<file path="config.mk">
export PLATFORM = sky130hd
export DESIGN_NAME = sram_burst_ctrl
export DESIGN_NICKNAME = d
export VERILOG_FILES = /design/src/rtl/sram_burst_ctrl.sv
export SDC_FILE = /design/constraint.sdc
export NUM_CORES = 1
export LEC_CHECK = 0
export ABC_AREA = 1
export CAP_MARGIN = 20
export CORE_MARGIN = 3
export CORE_UTILIZATION = 31
export CTS_BUF_LIST = sky130_fd_sc_hd__clkbuf_8
export CTS_CLUSTER_SIZE = 25
export DETAILED_ROUTE_END_ITERATION = 8
export GPL_TIMING_DRIVEN = 1
export SYNTH_ARGS = -nofsm -noshare
export SYNTH_HDL_FRONTEND = slang
export SYNTH_SLANG_ARGS = --single-unit
export TNS_END_PERCENT = 100
</file>
<file path="constraint.sdc">
create_clock -name clk -period 3.35 [get_ports clk]
set_input_delay 0.5025 -clock clk [delete_from_list [all_inputs] [get_ports clk]]
set_output_delay 0.5025 -clock clk [all_outputs]
set_load 0.05 [all_outputs]
</file>
<file path="src/rtl/sram_burst_ctrl.sv">
// rtl/sram_burst_ctrl.sv - single-burst write/read controller for a single-port sync SRAM (optional SRAM_CTRL_CMP_EN read compare)
module sram_burst_ctrl #(
    parameter int DATA_W = 8,
    parameter int ADDR_W = 10
) (
    input  logic              clk,
    input  logic              reset_n,
    input  logic              start,
    input  logic              cmd,
    input  logic              dir,
    input  logic              wrap,
    input  logic [ADDR_W-1:0] sta_addr,
    input  logic [ADDR_W-1:0] len,
    input  logic [DATA_W-1:0] seed,
    output logic              busy,
    output logic              done,
    output logic              err,
    output logic              rd_valid,
    output logic [DATA_W-1:0] rd_data,
    output logic [ADDR_W-1:0] rd_addr,
    output logic [ADDR_W-1:0] mis_cnt,
    output logic              s_clk,
    output logic              s_cen,
    output logic              s_wen,
    output logic              s_oen,
    output logic [ADDR_W-1:0] s_addr,
    output logic [DATA_W-1:0] s_ddata,
    input  logic [DATA_W-1:0] s_qdata
);

    typedef enum logic [2:0] {S_IDLE, S_CHK, S_WR, S_RD, S_DRAIN, S_DONE} state_t;

    state_t            state_q, state_d;
    logic              cmd_q, dir_q, wrap_q;
    logic [ADDR_W-1:0] sta_q, len_q, beat_q;
    logic [DATA_W-1:0] seed_q;
    logic              drain_q;
    logic              v0_q, v1_q;
    logic [ADDR_W-1:0] a1_q;
    logic [ADDR_W:0]   end_sum;
    logic              range_err;
    logic [ADDR_W-1:0] beat_addr;
    logic [DATA_W-1:0] beat_data;
    logic              accept;

    assign s_clk     = clk;
    assign accept    = (state_q == S_IDLE) && start;
    // Carry out of the ADDR_W+1-bit sum means the last beat lies past DEPTH-1
    assign end_sum   = {1'b0, sta_q} + {1'b0, len_q};
    assign range_err = !wrap_q && (dir_q ? (len_q > sta_q) : end_sum[ADDR_W]);
    assign beat_addr = dir_q ? (sta_q - beat_q) : (sta_q + beat_q);
    assign beat_data = seed_q + DATA_W'(beat_q);

    // State register
    always_ff @(posedge clk) begin
        if (!reset_n) state_q <= S_IDLE;
        else          state_q <= state_d;
    end

    // Next-state logic
    always_comb begin
        state_d = state_q;
        case (state_q)
            S_IDLE:  if (start) state_d = S_CHK;
            S_CHK:   state_d = range_err ? S_DONE : (cmd_q ? S_RD : S_WR);
            S_WR:    if (beat_q == len_q) state_d = S_DONE;
            S_RD:    if (beat_q == len_q) state_d = S_DRAIN;
            S_DRAIN: if (drain_q) state_d = S_DONE;
            S_DONE:  state_d = S_IDLE;
            default: state_d = S_IDLE;
        endcase
    end

    // Burst parameter latch, beat counter and drain timer
    always_ff @(posedge clk) begin
        if (!reset_n) begin
            cmd_q   <= 1'b0;
            dir_q   <= 1'b0;
            wrap_q  <= 1'b0;
            sta_q   <= '0;
            len_q   <= '0;
            seed_q  <= '0;
            beat_q  <= '0;
            drain_q <= 1'b0;
        end else begin
            if (accept) begin
                cmd_q  <= cmd;
                dir_q  <= dir;
                wrap_q <= wrap;
                sta_q  <= sta_addr;
                len_q  <= len;
                seed_q <= seed;
            end
            if (state_q == S_CHK)                         beat_q <= '0;
            else if (state_q == S_WR || state_q == S_RD)  beat_q <= beat_q + 1'b1;
            drain_q <= (state_q == S_DRAIN) ? !drain_q : 1'b0;
        end
    end

    // Registered SRAM strobes and handshake outputs, one cycle behind the state
    always_ff @(posedge clk) begin
        if (!reset_n) begin
            s_cen   <= 1'b1;
            s_wen   <= 1'b1;
            s_oen   <= 1'b1;
            s_addr  <= '0;
            s_ddata <= '0;
            busy    <= 1'b0;
            done    <= 1'b0;
            err     <= 1'b0;
        end else begin
            s_cen <= !(state_q == S_WR || state_q == S_RD);
            s_wen <= !(state_q == S_WR);
            s_oen <= !(state_q == S_RD);
            if (state_q == S_WR || state_q == S_RD) s_addr <= beat_addr;
            if (state_q == S_WR)                    s_ddata <= beat_data;
            done <= (state_q == S_DONE);
            if (accept)    busy <= 1'b1;
            else if (done) busy <= 1'b0;
            if (accept)                               err <= 1'b0;
            else if (state_q == S_CHK && range_err)   err <= 1'b1;
        end
    end

    // Read pipeline: stage 0 aligns with s_addr, stage 1 with s_qdata
    always_ff @(posedge clk) begin
        if (!reset_n) begin
            v0_q     <= 1'b0;
            v1_q     <= 1'b0;
            a1_q     <= '0;
            rd_valid <= 1'b0;
            rd_addr  <= '0;
            rd_data  <= '0;
        end else begin
            v0_q     <= (state_q == S_RD);
            v1_q     <= v0_q;
            a1_q     <= s_addr;
            rd_valid <= v1_q;
            if (v1_q) begin
                rd_addr <= a1_q;
                rd_data <= s_qdata;
            end
        end
    end

`ifdef SRAM_CTRL_CMP_EN
    logic [DATA_W-1:0] e0_q, e1_q;
    logic [ADDR_W-1:0] mis_q;

    assign mis_cnt = mis_q;

    // Expected pattern follows the read pipeline; saturating mismatch counter
    always_ff @(posedge clk) begin
        if (!reset_n) begin
            e0_q  <= '0;
            e1_q  <= '0;
            mis_q <= '0;
        end else begin
            e0_q <= beat_data;
            e1_q <= e0_q;
            if (accept)
                mis_q <= '0;
            else if (v1_q && (s_qdata != e1_q) && (mis_q != {ADDR_W{1'b1}}))
                mis_q <= mis_q + 1'b1;
        end
    end
`else
    assign mis_cnt = '0;
`endif

endmodule

</file>
# [Word-level counts from Yosys, hierarchy flattened]
# Index checks and enable logic that the tools add are counted.
[op_classes] add_sub_neg=5 order_cmp=1 n_eq_ne=10 n_mux=11 bitwise=1 reduce_logical=15
[op_table] operator="2-to-1 mux 3 bit" n=5
[op_table] operator="one-hot mux 3 bit (5 select lines)" n=1
[op_table] operator="adder 10 x 10 -> 11 bit" n=1
[op_table] operator="adder 10 x 1 -> 10 bit, second input constant" n=1
[op_table] operator="adder 10 bit" n=1
[op_table] operator="equality test 10 bit" n=1
[op_table] operator="greater-than comparator 10 bit" n=1
[op_table] operator="2-to-1 mux 10 bit" n=1
[op_table] operator="subtractor 10 bit" n=1
[op_table] operator="adder 8 bit" n=1
[op_table] operator="!= test 2 bit, second input constant" n=4
[op_table] operator="equality test 3 x 2 -> 1 bit, second input constant" n=2
[op_table] operator="equality test 3 bit, second input constant" n=2
[op_table] operator="logical NOT 1 bit" n=5
[op_table] operator="2-to-1 mux 1 bit" n=4
[op_table] operator="AND reduction 4 bit" n=1
[op_table] operator="OR reduction 2 bit" n=2
[op_table] operator="equality test 3 x 1 -> 1 bit, second input constant" n=1
[op_table] operator="logical AND 1 bit" n=3
[op_table] operator="logical NOT 3 bit" n=1
[op_table] operator="AND reduction 2 bit" n=1
[op_table] operator="nonzero test 2 bit" n=1
[op_table] operator="logical OR 1 bit" n=1
[op_table] operator="NOT 1 bit" n=1
[word_totals] reg_bits=100 out_inout_bits=54 wordCells=66

# [Depth between registers and ports, before layout]
[logic_depth] ltp_word=5 ltp_mapped=18 ltp_nobuf=18

==> key figures <==
Final layout
  – Seq. cell area: about 2000 um^2
  – # diodes: 0
  – Area of the multi-input gates: between 2000 and 3000 um^2
  – Commonest non-fill, non-tap cell in the layout: dfxtp_1
  – Non-filler cells, final: roughly 1,000
  – Final nets: roughly 830
  – Final core area utilization: a little under 40%
  – Filler cells: 1,698
  – Layout cells sized above 1: 5.96%
  – Area Overhead vs Synth: 23.9%
  – Fin area: around 6300 um^2
  – Most frequent cells in the layout: dfxtp_1, inv_1, nand2_1

Timing
  – Final slew viol count: 0
  – Final Setup Violations: 0
  – Actual slew at the worst max-slew pin: 0.613 ns
  – Slew margin rel.: between 50 and 60%
  – RSZ-0062 raised after global routing: no
  – Fin Setup TNS: 0 ns
  – Skew final: around 0.014 ns
  – Final-report hold violation count: 0

Floorplan
  – I/O pin cnt: 96
  – Core ar.: approximately 16,000 um^2
  – Die Ht: 134 um
  – Die W: approximately 130 um
  – Rows: between 40 and 50
  – Initial core utilization: 31.9%
  – Die area: about 18,000 um^2

Synthesis
  – Cells taking the most area after synthesis: dfxtp_1, ha_1, inv_1
  – Register area share after synthesis: 39.4%
  – Average size of a mapped cell: around 7.5 um^2
  – FF+latch count, synth: 100
  – Count of cell types in the netlist: approximately 40
  – Synth top area share: 39.4%
  – Leading area contributor after synthesis: dfxtp_1
  – Cell Area, Synth: about 5100 um^2
  – Ys Warns: 0
  – Syn Inst Count: 674

Setup path
  – Critical path type: clock port to output port
  – WP buf/inv: 3
  – CP max stage cell: clkdlybuf4s50_1
  – Crit path top cell by count: clkbuf_8
  – Arrival time worst endpoint: 2.59 ns
  – CP required: roughly 2.9 ns
  – CP startpoint kind: clock port
  – CP Cell Sequence: clkbuf_8 -> clkbuf_8 -> clkdlybuf4s50_1
  – Crit path max fanout: 2
  – Type of destination of the critical path: output port
  – Top delay family on crit path: buffers and inverters
  – Max incr delay on CP: between 0.6 and 0.7 ns

Route
  – Initial DRC count: between 200 and 250
  – Drt pass-1 iters: 4
  – Via density per instance: 4.38
  – Number of remaining DRC errors: 0
  – Post-route ant nets: 0
  – Avg WL per Cell: around 12 um
  – Vias: roughly 4,300
  – Final WL: roughly 12,000 um

GRT
  – GRT Overall Usage: roughly 14%
  – Vias in the first global route: about 4,100
  – First-pass GRT wire length: ~20,000 um
  – Largest net degree at the start of global routing: 40
  – Global route overflow: 0
  – Initial antenna violation count: 1

Clock network
  – CTS tree: yes
  – Cts hold-fix bufs: 0
  – Clk slew on worst S/H paths: roughly 0.11 ns
  – Setup Buffers After CTS: 0
  – Clk Latency, worst-skew pair: around 0.49 ns
  – Post_cts resized: 0

Placed design
  – DP HPWL: just over 9000 um
  – Port Buf Inserts: between 80 and 90
  – Placed insts: 952
  – Cell Area, Placed: ~6100 um^2
  – Gp weighted congestion: ~0.86

Run status
  – Status: finished clean

Power and ir drop
  – VDD IR max: roughly 0.32 mV
  – Power, Total: around 0.0052 W
  – Pwr per Cell Area: just over 800 nW/um^2
  – Leakage: between 2 and 3 nW

Run
  – Maxcap violations: 0

Hold path
  – Hold WC Path Type: flop to flop
## metrics by stage
stage,setup slack (ns),hold WS [ns]
after floorplan,1.00,0.390
after global placement,0.500,0.396
after detailed placement,0.500,0.397
after CTS,0.254,0.423
after global routing,0.248,0.482
final,0.262,0.424
## logic make-up (layout without fill, tap and decap cells)
family / count (synthesis) / in the layout / synth area share (%)
flip-flops: 100 / 100 / 39.4
AO/OA/AOI/OAI: 164 / 164 / 17.2
adder cells (fa/ha/maj): 40 / 40 / 10.1
other: 1 / 10 / 0.0737
AND/OR/NAND/NOR: 199 / 199 / 16.8
XOR/XNOR: 26 / 26 / 4.62
buffers and inverters: 144 / 216 / 11.9
## flip-flops by register name, indices dropped and copies added (netlist names), 3 cells and up
name and flops:
beat_q 10, len_q 10, s_addr 10, a1_q 10
s_ddata 8, seed_q 8, state_q 3, rd_addr 10
rd_data 8, sta_q 10
## report_power, final
part           total, W  internal (W)  switching [W]
Clock          0.000947      0.000409       0.000538
Combinational   0.00252      0.000905        0.00161
Sequential      0.00172       0.00148       0.000239
Total           0.00518       0.00279        0.00239
## routing by layer
| metal | vias up | routed length (um) | global-route usage, % |
|---|---|---|---|
| li1 | 2289 | - | - |
| met1 | 1858 | 6140 | 19.3 |
| met2 | 89 | 5190 | 21.5 |
| met3 | 14 | 546 | 2.93 |
| met4 | 2 | 177 | 4.64 |
| met5 | - | 11 | 0 |
## final timing paths
kind	startpoint	to	slack, ns	cells after the start
setup reg to reg	beat_q[1]$_SDFFE_PP0N_	s_addr[6]$_SDFFE_PN0N_	0.71	12
setup / recovery	clk	s_clk	0.26	3
hold reg to reg	v0_q$_SDFF_PN0_	v1_q$_SDFF_PN0_	0.42	2
hold / removal	v0_q$_SDFF_PN0_	v1_q$_SDFF_PN0_	0.42	2
## area by class of cell
type / count / area share [%]
Clock buffer: 14 / 3.00
Clock inverter: 6 / 0.953
Inverter: 109 / 6.49
Multi-Input combinational cell: 439 / 39.9
Sequential cell: 100 / 31.8
Tap cell: 216 / 4.29
Timing Repair Buffer: 87 / 13.6
## tightest hold or removal path: cells and delay by family (launching register included)
kind | cells | cell delay, ns
buf+inv | 1 | 0.03
flops | 1 | 0.31
simple gates | 1 | 0.05
## synthesized netlist by cell type (all sizes together)
library cell  instances
o211ai                2
nand3                11
nor2                 78
o21bai                7
o31ai                 1
nand2                92
nand4                 7
inv                 107
o21ai                72
or2                   1
a21o                  2
clkbuf               16
conb                  1
a21oi                69
clkinv                2
nor3                  9
xor2                 21
o22ai                 6
a211oi                1
nand3b                1
xnor2                 5
buf                  19
a31oi                 1
ha                   38
dfxtp               100
a22oi                 3
fa                    2
No activity file was read; power rests on OpenSTA's default activity.
